$ cat src/rtl/pulse_shaper.sv
// pulse_shaper: turns each qualified FIFO pulse into one fixed-width TTL
// pulse followed by a dead time during which further pulses are rejected.
// Optional event counters are built when PULSE_SHAPER_COUNTERS_EN is defined;
// otherwise accepted_cnt/dropped_cnt read 0 and clr_cnt is ignored.
// fsm_state is a debug copy of the internal state (0=IDLE, 1=HIGH, 2=DEAD).
module pulse_shaper #(
   parameter int WIDTH_CYCLES = 10,
   parameter int DEAD_CYCLES  = 20,
   parameter int CNT_W        = 32
) (
   input  logic             clk,
   input  logic             rst_n,
   input  logic             pulse_in,
   input  logic             in_valid,
   input  logic             clr_cnt,
   output logic             ttl_out,
   output logic             busy,
   output logic [CNT_W-1:0] accepted_cnt,
   output logic [CNT_W-1:0] dropped_cnt,
   output logic [1:0]       fsm_state
);

   localparam int TMAX = (WIDTH_CYCLES > DEAD_CYCLES) ? WIDTH_CYCLES : DEAD_CYCLES;
   localparam int TW   = $clog2(TMAX + 1);
   localparam logic [TW-1:0] W_LOAD = TW'(WIDTH_CYCLES - 1);
   // A zero dead time never loads the timer; the load value is then unused.
   localparam logic [TW-1:0] D_LOAD = (DEAD_CYCLES > 0) ? TW'(DEAD_CYCLES - 1) : '0;

   typedef enum logic [1:0] {
      IDLE = 2'd0,
      HIGH = 2'd1,
      DEAD = 2'd2
   } state_t;

   state_t        state;
   state_t        state_nxt;
   logic [TW-1:0] tmr;
   logic [TW-1:0] tmr_nxt;
   logic          trig;

   assign trig      = in_valid & pulse_in;
   assign fsm_state = state;

   // Next-state and timer logic; triggers outside IDLE never affect timing.
   always_comb begin
      state_nxt = state;
      tmr_nxt   = tmr;
      case (state)
         IDLE: begin
            if (trig) begin
               state_nxt = HIGH;
               tmr_nxt   = W_LOAD;
            end
         end
         HIGH: begin
            if (tmr == '0) begin
               if (DEAD_CYCLES == 0) begin
                  state_nxt = IDLE;
                  tmr_nxt   = '0;
               end else begin
                  state_nxt = DEAD;
                  tmr_nxt   = D_LOAD;
               end
            end else begin
               tmr_nxt = tmr - 1'b1;
            end
         end
         DEAD: begin
            if (tmr == '0) begin
               state_nxt = IDLE;
            end else begin
               tmr_nxt = tmr - 1'b1;
            end
         end
         default: begin
            state_nxt = IDLE;
            tmr_nxt   = '0;
         end
      endcase
   end

   // State register with outputs registered from the next state (glitch-free).
   always_ff @(posedge clk or negedge rst_n) begin
      if (!rst_n) begin
         state   <= IDLE;
         tmr     <= '0;
         ttl_out <= 1'b0;
         busy    <= 1'b0;
      end else begin
         state   <= state_nxt;
         tmr     <= tmr_nxt;
         ttl_out <= (state_nxt == HIGH);
         busy    <= (state_nxt != IDLE);
      end
   end

`ifdef PULSE_SHAPER_COUNTERS_EN
   logic accept;
   logic drop;

   assign accept = trig & (state == IDLE);
   assign drop   = trig & (state != IDLE);

   // Saturating event counters; a clear wins over a same-edge increment.
   always_ff @(posedge clk or negedge rst_n) begin
      if (!rst_n) begin
         accepted_cnt <= '0;
         dropped_cnt  <= '0;
      end else if (clr_cnt) begin
         accepted_cnt <= '0;
         dropped_cnt  <= '0;
      end else begin
         if (accept && (accepted_cnt != '1)) accepted_cnt <= accepted_cnt + 1'b1;
         if (drop && (dropped_cnt != '1))    dropped_cnt  <= dropped_cnt + 1'b1;
      end
   end
`else
   logic unused_clr;

   assign unused_clr   = clr_cnt;
   assign accepted_cnt = '0;
   assign dropped_cnt  = '0;
`endif

endmodule

$ cat config.mk
export PLATFORM = sky130hd
export DESIGN_NAME = pulse_shaper
export DESIGN_NICKNAME = d
export VERILOG_FILES = /design/src/rtl/pulse_shaper.sv
export SDC_FILE = /design/constraint.sdc
export NUM_CORES = 1
export LEC_CHECK = 0
export BUFFER_PORTS_ARGS = -buffer_cell sky130_fd_sc_hd__buf_2
export CAP_MARGIN = 20
export CORE_MARGIN = 2
export CORE_UTILIZATION = 35
export CTS_BUF_LIST = sky130_fd_sc_hd__clkbuf_8
export CTS_CLUSTER_SIZE = 14
export DETAILED_ROUTE_END_ITERATION = 16
export MAX_ROUTING_LAYER = met4
export PLACE_DENSITY = 0.73
export SLEW_MARGIN = 5
export SYNTH_ARGS = -nofsm -noshare
export SYNTH_HDL_FRONTEND = slang
export SYNTH_SLANG_ARGS = --single-unit
$ cat constraint.sdc
create_clock -name clk -period 2.3 [get_ports clk]
set_clock_uncertainty 0.05 [all_clocks]
set_input_delay 0.23 -clock clk [delete_from_list [all_inputs] [get_ports clk]]
set_output_delay 0.23 -clock clk [all_outputs]
set_load 0.02 [all_outputs]
==> flow_metrics.tcl, run 1 <==
set metrics [dict create \
    hold_violations 0 \
    syn-cell-area_mm2 0.001025 \
    synthXorXnorAreaFrac 0.01709 \
    synth_fa_ha_area_frac 0.02198 \
    syn_avg_cell_area_um2 8.834 \
    io_buffers 7 \
    leakage_nw 0.4936 \
    gr-total-overflow 0 \
    worst_setup_path_start_kind "flip-flop" \
    tightest_slew_ns 0.5706 \
    critPathMaxStageDelay_ns 0.52 \
    cp_cell_sequence "inv_1 > ha_1 > nor4b_4 > mux2_4 > o22ai_2" \
    cts_made_buffers 3 \
    n_antenna_cell 0 \
    dieArea_mm2 0.003377 \
    clk_pin_slew_ns 0.04 \
    cts_root_buf "clkbuf_8" \
    ys_warn_count 0 \
    dpl.cell_count 151 \
    tritoncts "built" \
    core_mm2 0.002758 \
    cts.sinks 9 \
    finalSetupViolCount 0 \
    synth_top_area_frac 0.4689 \
    final_cells 156 \
    timing.critical_path.buf_inv 1 \
    clockBufferDepth 2 \
    finalCritPeriodShare 0.8006 \
    final_util 0.3267 \
    worst-setup-path-type "flip-flop to flip-flop" \
    synthTopCellsByArea "buf_4, dfrtp_1, nor4b_4" \
    yosysTopAreaCell "buf_4" \
    area_growth_pct -12.09 \
    cts_resized 0 \
    synth_compound_area_frac 0.1209 \
    drive_above_1_share 0.1200 \
    crit_path_max_fanout 9 \
    start_util 0.3716 \
    synth_top_family_by_area "buffers and inverters" \
    synth-simple-area-share 0.08913 \
    outcome "completed" \
    ys_top_cells_by_count "buf_4, dfrtp_1, inv_1, nand2_1" \
    synth-seq-cells 9 \
    routedWlPerCell_um 8.538 \
    track_usage 0.08635 \
    clk_latency_ns 0.23 \
    gp_congestion 0.7788 \
    synth_most_common_cell "buf_4" \
    yosysSeqAreaShare 0.2198 \
    nets 132 \
    die_w_um 58.11 \
    crit_family "simple AND/OR/NAND/NOR gates" \
    ctsHtreeMaxLevel 1 \
    finalSetupTns_ns 0 \
    grt_pass1_wl_um 2049 \
    ir_drop_mv 0.3788 \
    max_freq_mhz 543.1 \
    hpwl_um 1079 \
    detail-route-antenna-nets 0 \
    synth_ff_type "dfrtp_1" \
    cp_data_required_time_ns 2.40 \
    drt-initial-drc-count 10 \
    synth-edff-count 0 \
    post_cts_buffers 0 \
    yosysUniqueCellTypes 33 \
    worstPathArrival_ns 1.94 \
    grt_pass1_vias 453 \
    pin_count 73 \
    cp-end-kind "flip-flop" \
    slew_viol_final 0 \
    cts-hold-fix-buffers 1 \
    async_flop_share 1.000 \
    row_count 19 \
    crit_path_top_delay_cell "nor4b_4" \
    grt_max_degree 16 \
    rsz0062_at_grt "no" \
    die_h_um 58.11 \
    dp_slack_ns 0.4716 \
    slew-limit-headroom 0.6180 \
    drt_wl_total_um 1332 \
    powerDensity_mw_per_mm2 603.9 \
    antenna_found_initial 0 \
    firstDrtPassIters 4 \
    hold_class "input port to flip-flop" \
    timing.max_cap.violations 0 \
    viasPerCell 3.756 \
    synthMuxAreaShare 0.03541 \
    timing.final.ws_setup_ns 0.4587 \
    syn_inst 116 \
    vias 586 \
    drc 0 \
    period_needed_ns 1.841 \
]
==> routing by layer <==
| layer | up-vias | global-route usage | share of wire |
|---|---|---|---|
| li1 | 274 | - | - |
| met1 | 271 | 0.09029 | 0.35 |
| met2 | 37 | 0.1282 | 0.53 |
| met3 | 4 | 0.05357 | 0.11 |
| met4 | 0 | 0.03987 | 0.013 |
| met5 | - | - | 0 |
==> where the power goes <==
group	switching, mW	internal, mW
logic	0.136	0.0445
clock network	0.0598	0.116
registers	0.0175	0.171
total	0.213	0.331
==> layout make-up <==
cell class	count	area, µm²
repair buffers	8	45.04
inverters	4	15.01
flip-flops and latches	9	225.2
clock inverters	1	3.754
clock buffers	3	41.29
fillers	305	1857
well taps	31	38.79
multi-input cells	100	531.8
==> worst paths after layout <==
| path | startpoint | endpoint | slack (ns) | depth (start not counted) |
|---|---|---|---|---|
| min reg2reg | tmr[0] | tmr[0] | 0.59 | 1 |
| min | pulse_in | busy | 0.32 | 3 |
| max reg2reg | tmr[1] | tmr[1] | 0.46 | 5 |
| max in group asynchronous | rst_n | tmr[4] | 1.68 | 2 |
| min in group asynchronous | rst_n | busy | 0.34 | 2 |
| max | tmr[1] | tmr[1] | 0.46 | 5 |
==> state kept, by name, summed over array words and instances, names as in the netlist <==
signal     cells
ttl_out        1
fsm_state      2
tmr            5
busy           1
==> per-stage QoR <==
step | total power [mW] | hold WS [ns] | instance area [µm²]
finish | 0.5440 | 0.3156 | 900.9
global route | 0.5808 | 0.3324 | 900.9
CTS | 0.5477 | 0.3120 | 900.9
detailed placement | 0.3676 | 0.03983 | 845.8
global placement | 0.3645 | 0.03911 | 845.8
floorplan | 0.4281 | -0.1156 | 1261
==> cells by family after synthesis <==
| family | after synthesis |
|---|---|
| DFF | 9 |
| xor gates and xnor gates | 2 |
| AOI/OAI and AO/OA | 15 |
| and+or+nand+nor | 14 |
| muxes | 3 |
| buffers and inverters | 70 |
| other | 1 |
| adders and majority gates | 2 |
==> cells in the final DEF (no fill, tap or decap), types with 2 or more instances in the layout <==
cell and count:
nor2_1 2, clkbuf_8 3, xnor2_1 2, o22ai_1 2, a21oi_1 2, conb_1 64
dfrtp_1 9, inv_1 5, a211oi_1 2, nand2b_1 2, nand2_1 4, buf_2 7
==> worst register-to-register path, stage by stage (launching register included) <==
cell	delay (ns)
dfrtp_1	0.41
inv_1	0.09
ha_1	0.22
nor4b_4	0.52
mux2_4	0.36
o22ai_2	0.13
Power figures use the tool's default switching activity.
==> run 2: changes to the inputs <==
--- a/config.mk
+++ b/config.mk
@@ -5,6 +5,7 @@
 export SDC_FILE = /design/constraint.sdc
 export NUM_CORES = 1
 export LEC_CHECK = 0
+export ABC_AREA = 1
 export BUFFER_PORTS_ARGS = -buffer_cell sky130_fd_sc_hd__buf_2
 export CAP_MARGIN = 20
 export CORE_MARGIN = 2
@@ -13,7 +14,7 @@
 export CTS_CLUSTER_SIZE = 14
 export DETAILED_ROUTE_END_ITERATION = 16
 export MAX_ROUTING_LAYER = met4
-export PLACE_DENSITY = 0.73
+export PLACE_DENSITY = 0.74
 export SLEW_MARGIN = 5
 export SYNTH_ARGS = -nofsm -noshare
 export SYNTH_HDL_FRONTEND = slang
==> constraint.sdc (replaced) <==
create_clock -name clk -period 1.75 [get_ports clk]
set_clock_uncertainty 0.05 [all_clocks]
set_input_delay 0.175 -clock clk [delete_from_list [all_inputs] [get_ports clk]]
set_output_delay 0.175 -clock clk [all_outputs]
set_load 0.02 [all_outputs]
==> run 2 against run 1 <==
  * Register-to-register slack lost 0.22 ns
  * Flip-flop and latch count did not move
  * Final cell count rose by 10%
  * Sequential power rose by 110%
  * First-iteration DRC count up 20%
  * Largest cell class unchanged
  * Count of clock-buffer cells in the layout is the same
  * Design area fell by 2.6%
  * Global-route usage shrank 0.48 points
  * Critical path depth up 4
  * Highest routed layer unchanged
  * Routed wire length decreased by 11%
==> flow_metrics.tcl, run 2 <==
set metrics [dict create \
    outcome "completed" \
    grt_pass1_vias 453 \
    hold_violations 0 \
    power_switching_mw 0.7424 \
    leakage_nw 0.5423 \
    drt-initial-drc-count 12 \
    synth-simple-area-share 0.1715 \
    viasPerCell 3.355 \
    cp.depth 9 \
    tritoncts "built" \
    cts_root_buf "clkbuf_8" \
    crit_path_max_fanout 4 \
    start_util 0.3629 \
    timing.max_cap.violations 0 \
    synth-seq-cells 9 \
    ir_drop_mv 0.9740 \
    pin_count 73 \
    ys_warn_count 0 \
    finalCritPeriodShare 0.8615 \
    gr-total-overflow 0 \
    synth-edff-count 0 \
    area_growth_pct -11.60 \
    largest_reg_flops 5 \
    n_antenna_cell 0 \
    synth_ff_type "dfrtp_1" \
    worstRegToRegCells 9 \
    dieArea_mm2 0.003277 \
    synth_top_area_frac 0.4842 \
    layout_commonest_cell "conb_1" \
    post_cts_buffers 0 \
    clk_latency_ns 0.23 \
    finalSetupViolCount 0 \
    dp_slack_ns 0.2573 \
    track_usage 0.08155 \
    cts_made_buffers 3 \
    worstSetupStartpoint "tmr[0]" \
    r2r_slack_ns 0.24 \
    synthMuxAreaShare 0 \
    drc 0 \
    async_flop_share 1.000 \
    worst_setup_path_start_kind "flip-flop" \
    hold_class "input port to async pin" \
    synth_top_family_by_area "buffers and inverters" \
    rsz0062_at_grt "no" \
    crit_path_top_delay_cell "dfrtp_1" \
    cp-end-kind "flip-flop" \
    yosysUniqueCellTypes 20 \
    core_mm2 0.002734 \
    vias 577 \
    nets 148 \
    crit_family "simple AND/OR/NAND/NOR gates" \
    switching_share 0.5040 \
    antenna_found_initial 0 \
    cp_data_required_time_ns 1.82 \
    drive_above_1_share 0.1348 \
    worstPathArrival_ns 1.57 \
    syn_inst 130 \
    cts.sinks 9 \
    clockBufferDepth 2 \
    pwr-share-comb 0.567 \
    synth_compound_area_frac 0.03783 \
    timing.final.ws_setup_ns 0.2423 \
    drt_wl_total_um 1185 \
    cp_cell_sequence "inv_1 > ha_1 > nand2_2 > nor2_4 > inv_1 > nand2_1 > nand2_1 > nand2_1 > o21ai_1" \
    synthXorXnorAreaFrac 0.02522 \
    r2r_start "tmr[0]" \
    r2r-end "tmr[0]" \
    power_frac_seq 0.274 \
    timing.critical_path.buf_inv 2 \
    critPathMostFrequentCell "nand2_1" \
    internal-power_mw 0.7306 \
    syn_avg_cell_area_um2 7.632 \
    max_freq_mhz 663.3 \
    final_cell_mix "conb_1, nand2_1, inv_1, dfrtp_1, buf_2" \
    slew_viol_final 0 \
    finalSetupTns_ns 0 \
    clk_pin_slew_ns 0.04 \
    die_w_um 57.25 \
    detail-route-antenna-nets 0 \
    ys_top_cells_by_count "buf_4, nand2_1, dfrtp_1, inv_1" \
    hpwl_um 999.1 \
    endpoint "tmr[0]" \
    syn-cell-area_um2 992.2 \
    firstDrtPassIters 4 \
    synth_fa_ha_area_frac 0.01261 \
    top_register "tmr" \
    synth_most_common_cell "buf_4" \
    grt_pass1_wl_um 1849 \
    powerDensity_mw_per_mm2 1679 \
    grt_max_degree 10 \
    critPathMaxStageDelay_ns 0.37 \
    yosysTopAreaCell "buf_4" \
    ctsHtreeMaxLevel 1 \
    die_h_um 57.25 \
    synthTopCellsByArea "buf_4, dfrtp_1, nand2_1" \
    row_count 19 \
    io_buffers 7 \
    clockPowerShare 0.159 \
    worst-setup-path-type "flip-flop to flip-flop" \
    routedWlPerCell_um 6.890 \
    yosysSeqAreaShare 0.2270 \
    gp_congestion 0.8373 \
    period_needed_ns 1.508 \
    cts_resized 0 \
]
[run 2: layer usage]
layer / track usage / vias up / share of wire / wire (µm)
met5: - / - / 0 / 0
li1: - / 288 / - / -
met1: 0.08181 / 245 / 0.37 / 439
met3: 0.04082 / 4 / 0.12 / 144
met4: 0.05980 / 0 / 0.034 / 40
met2: 0.1215 / 40 / 0.47 / 559
[run 2: how the worst min path moves through the flow]
stage / cells after the start / end / startpoint
final: 2 / tmr[1] / rst_n
after global routing: 2 / tmr[1] / rst_n
after CTS: 2 / tmr[1] / rst_n
after detailed placement: 1 / tmr[1] / rst_n
after global placement: 1 / tmr[1] / rst_n
after floorplan: 0 / busy / rst_n
[run 2: kinds of logic after synthesis]
family          count (synthesis)
buf+inv                        74
simple gates                   37
flops                           9
compound gates                  6
xor+xnor                        2
fa+ha+maj                       1
other cells                     1
[run 2: per-stage QoR]
stage                     hold WS, ns  cells  cell area [µm²]    util  power, mW
final                          0.2723    172            877.1  0.3208      1.473
after global routing           0.2941    172            877.1  0.3208      1.638
after CTS                      0.2698    172            877.1  0.3208      1.488
after detailed placement     -0.01438    167            822.0  0.3007      1.245
after global placement       -0.01479    167            822.0  0.3007      1.214
after floorplan               -0.1706    193             1229       -      1.190
[run 2: cell type report]
| cell class | count | area (µm²) |
|---|---|---|
| fill | 302 | 1857 |
| inverter | 10 | 37.54 |
| timing repair buffer | 8 | 45.04 |
| tap | 31 | 38.79 |
| multi-input combinational | 110 | 485.5 |
| clock inverter | 1 | 3.754 |
| clock buffer | 3 | 41.29 |
| sequential | 9 | 225.2 |
[run 2: timing repair]
item	4_1_cts	5_1_grt
endpoints found under the setup margin	0	0
hold buffers	1	0
hold endpoints to repair	9	0
[run 2: power by group through the flow]
stage                     combinational [mW]  clock, mW  sequential, mW
after floorplan                        0.739          0           0.451
after global placement                 0.810          0           0.403
after detailed placement               0.837          0           0.407
after CTS                              0.840      0.244           0.404
after global routing                   0.957      0.260           0.421
final                                  0.835      0.235           0.404
